File: src/rtl/additive_scrambler_par.sv
// Parallel additive scrambler/descrambler: XORs DATA_W bits per beat with a Fibonacci
// LFSR keystream, with seed load, periodic auto-reseed, bypass and a registered output stage.
module additive_scrambler_par #(
   parameter int                DATA_W    = 8,
   parameter int                LFSR_W    = 7,
   parameter logic [LFSR_W-1:0] POLY      = 7'h60,
   parameter logic [LFSR_W-1:0] SEED      = 7'h7F,
   parameter int                FRAME_LEN = 0
) (
   input  logic              clk_i,
   input  logic              rstn_i,
   input  logic [DATA_W-1:0] data_i,
   input  logic              valid_i,
   output logic              ready_o,
   input  logic              bypass_i,
   input  logic              seed_load_i,
   input  logic [LFSR_W-1:0] seed_i,
   output logic [DATA_W-1:0] data_o,
   output logic              valid_o,
   input  logic              ready_i,
   output logic              sof_o
);

   localparam int CNT_W = (FRAME_LEN < 2) ? 1 : $clog2(FRAME_LEN + 1);
   localparam logic [CNT_W-1:0] FRAME_LAST = CNT_W'(FRAME_LEN);

   logic [LFSR_W-1:0] r_lfsr;
   logic [CNT_W-1:0]  r_cnt;
   logic              r_first;
   logic [DATA_W-1:0] r_data;
   logic              r_valid;
   logic              r_sof;

   logic [LFSR_W-1:0] w_seedVal;
   logic [LFSR_W-1:0] w_startState;
   logic [LFSR_W-1:0] w_step;
   logic [LFSR_W-1:0] w_advState;
   logic [DATA_W-1:0] w_key;
   logic [DATA_W-1:0] w_y;
   logic [CNT_W-1:0]  w_cntInc;
   logic              w_accept;
   logic              w_frameEnd;

   // A same-cycle seed load takes effect before the beat, so the keystream starts from the new seed.
   always_comb begin
      w_seedVal    = (seed_i == '0) ? SEED : seed_i;
      w_startState = seed_load_i ? w_seedVal : r_lfsr;
      w_step       = w_startState;
      w_key        = '0;
      for (int i = 0; i < DATA_W; i++) begin
         w_key[i] = w_step[LFSR_W-1];
         w_step   = {w_step[LFSR_W-2:0], ^(w_step & POLY)};
      end
      w_advState = w_step;
   end

   assign ready_o    = ~r_valid | ready_i;
   assign w_accept   = valid_i & ready_o;
   assign w_y        = bypass_i ? data_i : (data_i ^ w_key);
   assign w_cntInc   = r_cnt + CNT_W'(1);
   assign w_frameEnd = (FRAME_LEN > 0) && (w_cntInc == FRAME_LAST);

   always_ff @(posedge clk_i) begin
      if (!rstn_i) begin
         r_lfsr  <= SEED;
         r_cnt   <= '0;
         r_first <= 1'b1;
         r_data  <= '0;
         r_valid <= 1'b0;
         r_sof   <= 1'b0;
      end else begin
         if (seed_load_i) begin
            r_lfsr  <= w_accept ? w_advState : w_seedVal;
            r_cnt   <= '0;
            r_first <= 1'b1;
         end else if (w_accept) begin
            if (w_frameEnd) begin
               r_lfsr  <= SEED;
               r_cnt   <= '0;
               r_first <= 1'b1;
            end else begin
               r_lfsr  <= w_advState;
               r_cnt   <= w_cntInc;
               r_first <= 1'b0;
            end
         end

         // Output register only empties when downstream takes the beat and nothing replaces it.
         if (w_accept) begin
            r_data  <= w_y;
            r_valid <= 1'b1;
            r_sof   <= r_first | seed_load_i;
         end else if (ready_i) begin
            r_valid <= 1'b0;
         end
      end
   end

   assign data_o  = r_data;
   assign valid_o = r_valid;
   assign sof_o   = r_sof;

endmodule

File: config.mk
export PLATFORM = sky130hd
export DESIGN_NAME = additive_scrambler_par
export DESIGN_NICKNAME = d
export VERILOG_FILES = /design/src/rtl/additive_scrambler_par.sv
export SDC_FILE = /design/constraint.sdc
export NUM_CORES = 1
export LEC_CHECK = 0
export ABC_AREA = 0
export CORE_MARGIN = 10
export CORE_UTILIZATION = 45
export CTS_CLUSTER_SIZE = 8
export DETAILED_ROUTE_END_ITERATION = 12
export GPL_ROUTABILITY_DRIVEN = 0
export PLACE_DENSITY_LB_ADDON = 0.12
export SLEW_MARGIN = 20
export SYNTH_ARGS = -nofsm -noshare
export SYNTH_HDL_FRONTEND = slang
export SYNTH_SLANG_ARGS = --single-unit
File: constraint.sdc
create_clock -name clk_i -period 4.08 [get_ports clk_i]
set_input_delay 0.816 -clock clk_i [delete_from_list [all_inputs] [get_ports clk_i]]
set_output_delay 0.816 -clock clk_i [all_outputs]
set_load 0.02 [all_outputs]
==> flow_metrics.env <==
export IMPL_grt_overflow_total=0
export IMPL_ioPinCount=32
export IMPL_cts_setup_buffers=0
export IMPL_htreeDepth=1
export IMPL_cts_sinks=18
export IMPL_cellPowerDensity_nw_per_um2=323.7
export IMPL_ys_top_cells_by_area="dfxtp_1, a31oi_1, o21ai_0, xnor2_1, mux2_2"
export IMPL_ant_nets=0
export IMPL_worstSetupStartpointType="input pin"
export IMPL_post_route_cell_area_um2=1370
export IMPL_required_ps=3260
export IMPL_peakVddDrop_mv=0.2141
export IMPL_synth_common_cells="dfxtp_1, o21ai_0, a31oi_1"
export IMPL_finalHoldViolCount=0
export IMPL_final_util_pct=62.54
export IMPL_chipWidth_um=67.75
export IMPL_yosysSeqAreaShare_pct=35.12
export IMPL_start_util_pct=46.83
export IMPL_p_comb_share_pct=29.2
export IMPL_async_reset_ff_share_pct=0
export IMPL_n_antenna_cell=0
export IMPL_cts_tree="yes"
export IMPL_synth_largest_area_cell="dfxtp_1"
export IMPL_root_buffer="clkbuf_4"
export IMPL_syn_area_um2=1026
export IMPL_drt_wl_total_um=2680
export IMPL_slew_headroom_pct=44.58
export IMPL_netSwitchingFraction_pct=29.69
export IMPL_path_cells="clkdlybuf4s50_1 > nand2b_1 > clkdlybuf4s50_1"
export IMPL_synth_edf_count=0
export IMPL_setup_viol=0
export IMPL_rows=17
export IMPL_nFillCells=199
export IMPL_worst_r2r_path_depth=4
export IMPL_hold_buffers=0
export IMPL_rr_startpoint="valid_o$_SDFFE_PN0P_"
export IMPL_synth_seq_cells=18
export IMPL_worstMarginPinSlew_ps=831.3
export IMPL_slew_viol_final=0
export IMPL_p_total_uw=443.5
export IMPL_placed_cell_area_um2=1334
export IMPL_viasPerCell=5.526
export IMPL_setup_tns_ps=0
export IMPL_cp_common_cell="clkdlybuf4s50_1"
export IMPL_yosys_most_used_dff="dfxtp_1"
export IMPL_cpMaxStageDelayCell="clkdlybuf4s50_1"
export IMPL_finalHoldWorstSlack_ps=503.9
export IMPL_cpLargestDelayFamily="buffers and inverters"
export IMPL_cp_max_fo=4
export IMPL_critPathKind="in2out"
export IMPL_timing_hold_worst_start="r_first$_SDFFE_PP1P_"
export IMPL_io_buffer_count=31
export IMPL_via_count=967
export IMPL_multi_input_area_um2=616.8
export IMPL_post_route_min_period_ps=2862
export IMPL_synth_distinct_cells=28
export IMPL_leakagePower_nw=0.4777
export IMPL_netlist_instances=120
export IMPL_cts_made_buffers=3
export IMPL_core_um2=2191
export IMPL_finalNetCount=169
export IMPL_drive_gt1_share_pct=6.803
export IMPL_clkPwrFrac_pct=25.4
export IMPL_crit_buf_inv=2
export IMPL_dp_hpwl_um=2005
export IMPL_max_freq_mhz=349.4
export IMPL_avgSynthCellArea_um2=8.550
export IMPL_drtIter0Drc=60
export IMPL_post_route_period_util_pct=70.16
export IMPL_synth_top_area_share_pct=35.12
export IMPL_cp_depth=3
export IMPL_p_seq_share_pct=45.3
export IMPL_worstPathArrival_ps=2050
export IMPL_die_area_um2=4590
export IMPL_routedWlPerCell_um=15.31
export IMPL_net_switching_power_uw=131.7
export IMPL_drc_errors=0
export IMPL_grt_max_degree=28
export IMPL_p_int_uw=311.8
export IMPL_ys_warn_count=0
export IMPL_antenna_found_initial=0
export IMPL_first_pass_iters=4
export IMPL_critPathLaunch="ready_i"
export IMPL_hold_path_depth=2
export IMPL_area_growth_pct=33.54
export IMPL_status="finished, final reports clean"
export IMPL_seq_area_um2=360.3
export IMPL_synth_most_common_cell="dfxtp_1"
export IMPL_insertion_delay_ps=290
export IMPL_grtUsageTotal_pct=12.33
export IMPL_rsz0062_at_grt="no"
export IMPL_grt_pass1_wl_um=4498
export IMPL_drv_cap=0
export IMPL_cts_buffer_depth=2
export IMPL_syn_nets=141
export IMPL_grt_pass1_vias=949
export IMPL_cts_resized=0
export IMPL_die_y_um=67.75
export IMPL_cp_end_kind="output port"
export IMPL_slowest_delay_ps=630
export IMPL_skew_ps=2.314
export IMPL_worst_setup_hold_path_clk_slew_ps=110
export IMPL_min_path_type="reg2reg"
## flip-flops by register name, indices dropped and copies added, names as in the netlist
register  count
r_first       1
data_o        8
r_lfsr        7
valid_o       1
sof_o         1
## per-stage QoR
step / setup slack [ps] / instances
2_1_floorplan: 2067 / 120
3_3_place_gp: 1188 / 171
3_5_place_dp: 1136 / 171
4_1_cts: 1208 / 175
5_1_grt: 1152 / 175
6_report: 1218 / 175
## per-layer routing
metal  up-vias  track usage (%)  share of wire [%]
met4         0            3.846               0.52
li1        502                -                  -
met5         -                0                  0
met3         2            3.636                5.9
met1       447            15.67                 44
met2        16            19.48                 49
## final timing paths
check | endpoint | slack (ps)
worst max-delay path | ready_o | 1220
worst min register to register | r_first$_SDFFE_PP1P_ | 500
worst min-delay path | r_first$_SDFFE_PP1P_ | 500
worst max register to register | r_lfsr[2]$_SDFFE_PN1P_ | 2490
## power by group through the flow
stage | clock network (mW) | logic, mW | registers (mW)
6_report | 0.113 | 0.130 | 0.201
5_1_grt | 0.126 | 0.143 | 0.203
4_1_cts | 0.117 | 0.131 | 0.201
3_5_place_dp | 0 | 0.130 | 0.205
3_3_place_gp | 0 | 0.128 | 0.205
2_1_floorplan | 0 | 0.0679 | 0.214
## worst register-to-register path, delay by kind of cell, from the launching register on
family / cells / cell delay, ps
AO/OA/AOI/OAI: 2 / 380
flip-flops: 1 / 320
AND/OR/NAND/NOR: 2 / 810
## cells by family (layout without fill, tap and decap cells)
group,count (synthesis),in the layout,synth area share [%]
AND/OR/NAND/NOR,29,29,17.20
AO/OA/AOI/OAI,44,44,26.22
multiplexers,6,6,6.463
flip-flops,18,18,35.12
buffers and inverters,11,38,4.756
XOR/XNOR,12,12,10.24
## placed cells by master (no fill, tap or decap)
cell type	n
o211ai_1	6
xor2_1	5
nand2_1	5
or4_1	2
nor2b_1	1
nor3_1	2
nor2_1	4
nor4_4	1
mux2_2	5
a21oi_1	2
inv_1	3
xnor2_1	7
nand2b_1	3
dfxtp_1	18
nor3b_1	1
o311ai_0	1
a21boi_0	1
clkdlybuf4s50_1	31
clkbuf_4	3
or3_1	7
clkbuf_8	1
o21ai_0	16
o21a_1	2
a31oi_1	14
and2_1	1
mux2i_1	1
nand3b_1	1
and3_1	1
o31ai_1	2
## area by class of cell
class                           instances  share of cell area, %
Multi-Input combinational cell         91                  45.02
Inverter                                3                 0.8219
Tap cell                               28                  2.557
Clock buffer                            4                  2.648
Sequential cell                        18                  26.30
Timing Repair Buffer                   31                  22.65
(Power assumes the default switching activity.)
